`config.mk`:
```
export PLATFORM = sky130hd
export DESIGN_NAME = pipe_controller
export DESIGN_NICKNAME = d
export VERILOG_FILES = /design/src/rtl/pipe_controller.sv
export SDC_FILE = /design/constraint.sdc
export NUM_CORES = 1
export LEC_CHECK = 0
export ABC_CLOCK_PERIOD_IN_PS = 5700
export CAP_MARGIN = 20
export CORE_UTILIZATION = 30
export DETAILED_ROUTE_END_ITERATION = 8
export GPL_ROUTABILITY_DRIVEN = 0
export GPL_TIMING_DRIVEN = 0
export HOLD_SLACK_MARGIN = 0.12
export PLACE_DENSITY = 0.64
export SYNTH_ARGS = -nofsm -noshare
export SYNTH_HDL_FRONTEND = slang
export SYNTH_SLANG_ARGS = --single-unit
```
`constraint.sdc`:
```
create_clock -name clk -period 5.7 [get_ports clk]
set_clock_uncertainty 0.1 [all_clocks]
set_input_delay 1.14 -clock clk [delete_from_list [all_inputs] [get_ports clk]]
set_output_delay 1.14 -clock clk [all_outputs]
set_load 0.02 [all_outputs]
```
`src/rtl/pipe_controller.sv`:
```
// Pipelined control unit: decodes the ID-stage opcode into registered ID/EX controls,
// with hazard bubbles, post-redirect squash, halt drain and call-stack depth checking.
module pipe_controller #(
  parameter int DRAIN_CYCLES = 3,
  parameter int FLUSH_CYCLES = 2,
  parameter int STACK_DEPTH  = 8
) (
  input  logic       clk,
  input  logic       rst,
  input  logic       start,
  input  logic       halt,
  input  logic       hazard,
  input  logic [4:0] opcode_func,
  input  logic       c_in,
  input  logic       z_in,
  output logic       reg_write_en,
  output logic       mem_write_en,
  output logic       imm_and_mem,
  output logic       ldm,
  output logic       stm,
  output logic       c_write_en,
  output logic       z_write_en,
  output logic [3:0] alu_op,
  output logic       push,
  output logic       pop,
  output logic [1:0] pc_sel,
  output logic       pc_write,
  output logic       flush,
  output logic       busy,
  output logic       done,
  output logic       stack_err
);

  localparam int FW = (FLUSH_CYCLES > 0) ? $clog2(FLUSH_CYCLES + 1) : 1;
  localparam int DW = $clog2(DRAIN_CYCLES + 1);
  localparam int SW = $clog2(STACK_DEPTH + 1);
  localparam logic [FW-1:0] FLUSH_INIT = FW'(FLUSH_CYCLES);
  localparam logic [DW-1:0] DRAIN_INIT = DW'(DRAIN_CYCLES);
  localparam logic [SW-1:0] DEPTH_MAX  = SW'(STACK_DEPTH);

  typedef enum logic [1:0] {IDLE, STARTING, RUN, DRAIN} state_t;

  state_t        state;
  logic [FW-1:0] flush_cnt;
  logic [DW-1:0] drain_cnt;
  logic [SW-1:0] depth;

  logic       d_regw, d_memw, d_imm, d_ldm, d_stm, d_cw, d_zw;
  logic [3:0] d_alu;
  logic       d_br, d_jmp, d_call, d_ret;

  always_comb begin
    d_regw = 1'b0;
    d_memw = 1'b0;
    d_imm  = 1'b0;
    d_ldm  = 1'b0;
    d_stm  = 1'b0;
    d_cw   = 1'b0;
    d_zw   = 1'b0;
    d_alu  = '0;
    d_br   = 1'b0;
    d_jmp  = 1'b0;
    d_call = 1'b0;
    d_ret  = 1'b0;
    casez (opcode_func)
      5'b00???: begin
        d_alu = {1'b0, opcode_func[2:0]};
        d_regw = 1'b1; d_cw = 1'b1; d_zw = 1'b1;
      end
      5'b01???: begin
        d_alu = {1'b0, opcode_func[2:0]};
        d_regw = 1'b1; d_cw = 1'b1; d_zw = 1'b1; d_imm = 1'b1;
      end
      5'b1100?: begin
        d_alu = {3'b100, opcode_func[0]};
        d_regw = 1'b1; d_cw = 1'b1; d_zw = 1'b1;
      end
      5'b1101?: begin
        d_alu = {3'b101, opcode_func[0]};
        d_regw = 1'b1; d_zw = 1'b1;
      end
      5'b10000: begin d_regw = 1'b1; d_imm = 1'b1; d_ldm = 1'b1; end
      5'b10001: begin d_memw = 1'b1; d_imm = 1'b1; d_stm = 1'b1; end
      5'b10100: d_br = z_in;
      5'b10101: d_br = ~z_in;
      5'b10110: d_br = c_in;
      5'b10111: d_br = ~c_in;
      5'b11100: d_jmp = 1'b1;
      5'b11101: d_call = 1'b1;
      5'b11110: d_ret = 1'b1;
      default: ;
    endcase
  end

  always_ff @(posedge clk) begin
    if (!rst) begin
      state        <= IDLE;
      flush_cnt    <= '0;
      drain_cnt    <= '0;
      depth        <= '0;
      reg_write_en <= 1'b0;
      mem_write_en <= 1'b0;
      imm_and_mem  <= 1'b0;
      ldm          <= 1'b0;
      stm          <= 1'b0;
      c_write_en   <= 1'b0;
      z_write_en   <= 1'b0;
      alu_op       <= '0;
      push         <= 1'b0;
      pop          <= 1'b0;
      pc_sel       <= '0;
      pc_write     <= 1'b0;
      flush        <= 1'b0;
      busy         <= 1'b0;
      done         <= 1'b0;
      stack_err    <= 1'b0;
    end else begin
      reg_write_en <= 1'b0;
      mem_write_en <= 1'b0;
      imm_and_mem  <= 1'b0;
      ldm          <= 1'b0;
      stm          <= 1'b0;
      c_write_en   <= 1'b0;
      z_write_en   <= 1'b0;
      alu_op       <= '0;
      push         <= 1'b0;
      pop          <= 1'b0;
      pc_sel       <= '0;
      pc_write     <= 1'b0;
      flush        <= 1'b0;
      done         <= 1'b0;
      busy         <= 1'b1;
      case (state)
        IDLE: begin
          if (start) begin
            state     <= STARTING;
            stack_err <= 1'b0;
          end else begin
            busy <= 1'b0;
          end
        end
        STARTING: begin
          if (!start) state <= RUN;
        end
        RUN: begin
          pc_write <= ~hazard | halt | (flush_cnt != '0);
          // A pending squash keeps ticking through the halt cycle so the
          // younger instructions already fetched are still discarded.
          if (halt) begin
            state     <= DRAIN;
            drain_cnt <= DRAIN_INIT;
            pc_write  <= 1'b1;
            if (flush_cnt != '0) begin
              flush     <= 1'b1;
              flush_cnt <= flush_cnt - FW'(1);
            end
          end else if (flush_cnt != '0) begin
            flush     <= 1'b1;
            flush_cnt <= flush_cnt - FW'(1);
          end else if (!hazard) begin
            reg_write_en <= d_regw;
            mem_write_en <= d_memw;
            imm_and_mem  <= d_imm;
            ldm          <= d_ldm;
            stm          <= d_stm;
            c_write_en   <= d_cw;
            z_write_en   <= d_zw;
            alu_op       <= d_alu;
            if (d_br || d_jmp) begin
              pc_sel    <= d_br ? 2'd3 : 2'd1;
              flush     <= 1'b1;
              flush_cnt <= FLUSH_INIT;
            end else if (d_call) begin
              if (depth == DEPTH_MAX) begin
                stack_err <= 1'b1;
              end else begin
                push      <= 1'b1;
                pc_sel    <= 2'd1;
                flush     <= 1'b1;
                flush_cnt <= FLUSH_INIT;
                depth     <= depth + SW'(1);
              end
            end else if (d_ret) begin
              if (depth == '0) begin
                stack_err <= 1'b1;
              end else begin
                pop       <= 1'b1;
                pc_sel    <= 2'd2;
                flush     <= 1'b1;
                flush_cnt <= FLUSH_INIT;
                depth     <= depth - SW'(1);
              end
            end
          end
        end
        DRAIN: begin
          if (flush_cnt != '0) begin
            flush     <= 1'b1;
            flush_cnt <= flush_cnt - FW'(1);
          end
          if (drain_cnt == DW'(1)) begin
            state     <= IDLE;
            busy      <= 1'b0;
            done      <= 1'b1;
            flush_cnt <= '0;
          end else begin
            drain_cnt <= drain_cnt - DW'(1);
          end
        end
        default: state <= IDLE;
      endcase
    end
  end

endmodule
```
==> reports/qor.yml <==
status:
  outcome: "completed"
power_and_ir_drop:
  p_switching_uw: 225
  intPower_uw: 443
  clkPwrFrac_pct: 28.0
  power_frac_comb_pct: 34.0
  power_density_nw_per_um2: 329
  ir_drop_v: 0.000172
  swShare_pct: 33.8
  power.leakage_uw: 0.000783
  seqPwrFrac_pct: 38.0
grt:
  grt_max_degree: 11
  grt_pass1_vias: 1141
  grt.total_usage_pct: 13.1
  gr-total-overflow: 0
  grt_pass1_wl_mm: 5.38
  antenna_found_initial: 0
clock_network:
  clock_sinks: 29
  path_clk_slew_ps: 60
  cts_tree: "yes"
  cts.hold.buffers_added: 0
  cts_root_buf: "clkbuf_8"
  ctsResizeCount: 0
  numCtsBuffers: 5
  insertion_delay_ps: 280
  cts_setup_buffers: 0
  htree_levels: 2
  clock_path_buffers: 2
logic_synthesis:
  synth_nets: 197
  synthAdderAreaFrac_pct: 10.1
  synth_edf_count: 0
  synthFlopType: "dfxtp_1"
  syn_area_sq_um: 1560
  synth-compound-area-share_pct: 18.1
  synth_mux_area_share_pct: 3.22
  synthDistinctLibCells: 48
  yosys_warnings: 0
  synth_top_family_by_area: "simple AND/OR/NAND/NOR gates"
  synth_xor_area_share_pct: 2.25
  synthArstFlopShare_pct: 0
  yosysSeqAreaShare_pct: 37.3
  synth-seq-cells: 29
  yosys.area_share.simple_pct: 22.8
  avgSynthCellArea_sq_um: 8.99
  synthCells: 173
hold_path:
  min-delay-path-class: "reg -> reg"
  worstHoldStart: "flush_cnt[0]"
  min_path_cells: 1
floorplanning:
  start_util_pct: 32.1
  boundaryPins: 32
  rows: 25
  core-area_sq_um: 4850
  dieArea_sq_um: 5480
  die_y_um: 74
  fp.dieW_um: 74
sta:
  min_period_over_period_pct: 57.0
  slew-limit-headroom_pct: 59.1
  hold_viol: 0
  fmax_mhz: 308
  fin_tns_setup_ps: 0
  worstMarginPinSlew_ps: 605
  setup_viol: 0
  rsz0062_at_grt: "false"
  slew_violations: 0
  min_period_ps: 3250
drt:
  viasPerCell: 4.77
  wl_per_cell_um: 11.6
  drt_iter0_markers: 118
  ant_nets: 0
  drt_first_pass_iters: 4
  drt_wl_total_mm: 3.22
  drc_errors: 0
  vias: 1322
cells_and_area:
  nFillCells: 494
  drive_gt1_share_pct: 10.0
  final_net_count: 233
  syn_to_final_growth_pct: 30.6
  antenna-diode-count: 0
  fin_util_pct: 41.9
setup_path:
  r2r_start: "state[0]"
  cp.required_ps: 5810
  cp-end-kind: "register"
  path_depth: 9
  slowest_delay_ps: 610
  reg2regPathDepth: 7
  crit_type: "in -> reg"
  arrival_ps: 3360
  critPathBufInv: 1
  path_cells: "clkdlybuf4s50_1 > and2_1 > nand3_1 > ha_1 > a21o_1 > a21oi_1 > xor2_1 > or3_1 > a21oi_1"
  critPathMostFrequentCell: "a21oi_1"
  cp_slowest_cell: "clkdlybuf4s50_1"
  critPathTopFamily: "simple AND/OR/NAND/NOR gates"
  crit_path_start: "opcode_func[2]"
  cp-start-kind: "primary input"
  worst-path-max-fanout: 8
run:
  cap_violations: 0
placement:
  io_buffers: 29
  dp_hpwl_mm: 2.42
[power groups by stage]
stage	Sequential, uW	Clock [uW]	Combinational [uW]
finish	254	187	227
global route	260	200	259
CTS	255	192	226
detailed placement	259	0	224
global placement	258	0	222
floorplan	263	0	159
[state kept, by name (all words and copies together) (netlist names), 2 cells and up]
name / cells
alu_op: 4
depth: 4
drain_cnt: 2
flush_cnt: 2
pc_sel: 2
state: 2
[cell families (layout without fill, tap and decap cells)]
group | after synthesis | after routing
AND/OR/NAND/NOR | 60 | 60
AO/OA/AOI/OAI | 42 | 42
flip-flops | 29 | 29
buffers and inverters | 21 | 58
adder cells (fa/ha/maj) | 12 | 12
multiplexers | 5 | 5
XOR/XNOR | 4 | 4
[Yosys cell counts, drive strengths merged (3+ instances only)]
| master | number | area share [%] |
|---|---|---|
| mux2i | 5 | 3.2 |
| a211oi | 4 | 1.9 |
| a21oi | 14 | 4.5 |
| nand2b | 3 | 1.2 |
| nand3 | 3 | 0.97 |
| xnor2 | 3 | 1.7 |
| ha | 11 | 8.8 |
| buf | 7 | 2.8 |
| inv | 11 | 2.7 |
| nor2 | 12 | 2.9 |
| clkbuf | 3 | 0.72 |
| and2 | 4 | 1.6 |
| nor3 | 6 | 1.9 |
| o21ai | 8 | 2.6 |
| or3 | 3 | 1.3 |
| nor3b | 4 | 1.9 |
| dfxtp | 29 | 37 |
| nand2 | 8 | 1.9 |
[layer usage]
layer	GRT usage [%]	up-vias	share of wire, %
li1	-	689	-
met1	17.6	594	48
met2	18.7	32	46
met3	3.25	7	4.0
met4	8.33	0	2.4
met5	0	-	0
[layout by cell type (no fill, tap or decap), types with 2 or more instances in the layout]
cell,instances
buf_2,5
nand3_1,3
inv_1,11
clkbuf_1,3
o21ai_0,8
a21oi_1,14
clkbuf_8,7
or2_2,2
nor3_1,6
mux2i_1,5
or3_1,2
ha_1,11
nor3b_1,4
nand2_1,8
and2_1,4
xnor2_1,3
nor2b_1,2
nand4_1,2
and2b_1,2
dfxtp_1,29
a311oi_1,2
a32o_1,2
nand2b_1,3
a21boi_0,2
a211oi_1,4
clkdlybuf4s50_1,29
a21o_1,2
nor2_1,12
[stage by stage]
step / std cells / hold slack (ps) / setup slack, ps / cell area, sq um / power (uW)
2_1_floorplan: 173 / 370 / 2790 / 1560 / 422
3_3_place_gp: 269 / 407 / 2200 / 1930 / 480
3_5_place_dp: 269 / 418 / 2170 / 1930 / 483
4_1_cts: 277 / 429 / 2460 / 2030 / 673
5_1_grt: 277 / 476 / 2230 / 2030 / 719
6_report: 277 / 423 / 2450 / 2030 / 668
[worst paths after layout]
kind,slack [ps],to
max reg2reg,3700,stm
max,2450,depth[3]
min reg2reg,420,flush_cnt[0]
min,420,flush_cnt[0]
[worst register-to-register path: cells and delay by family (launching register included)]
family                   cells  cell delay [ps]
flip-flops                   1              330
buffers and inverters        2              280
adder cells (fa/ha/maj)      1              280
AND/OR/NAND/NOR              4              930
[layout make-up]
cell class,count,area (sq um),area share [%]
clock inverters,1,5.00,0.246
plain buffers,10,55.1,2.71
flip-flops and latches,29,581,28.6
well taps,67,83.8,4.13
clock buffers,7,96.3,4.74
repair buffers,29,290,14.3
multi-input cells,123,878,43.3
inverters,11,41.3,2.03
Note: power is estimated with default switching activity, not from simulation.
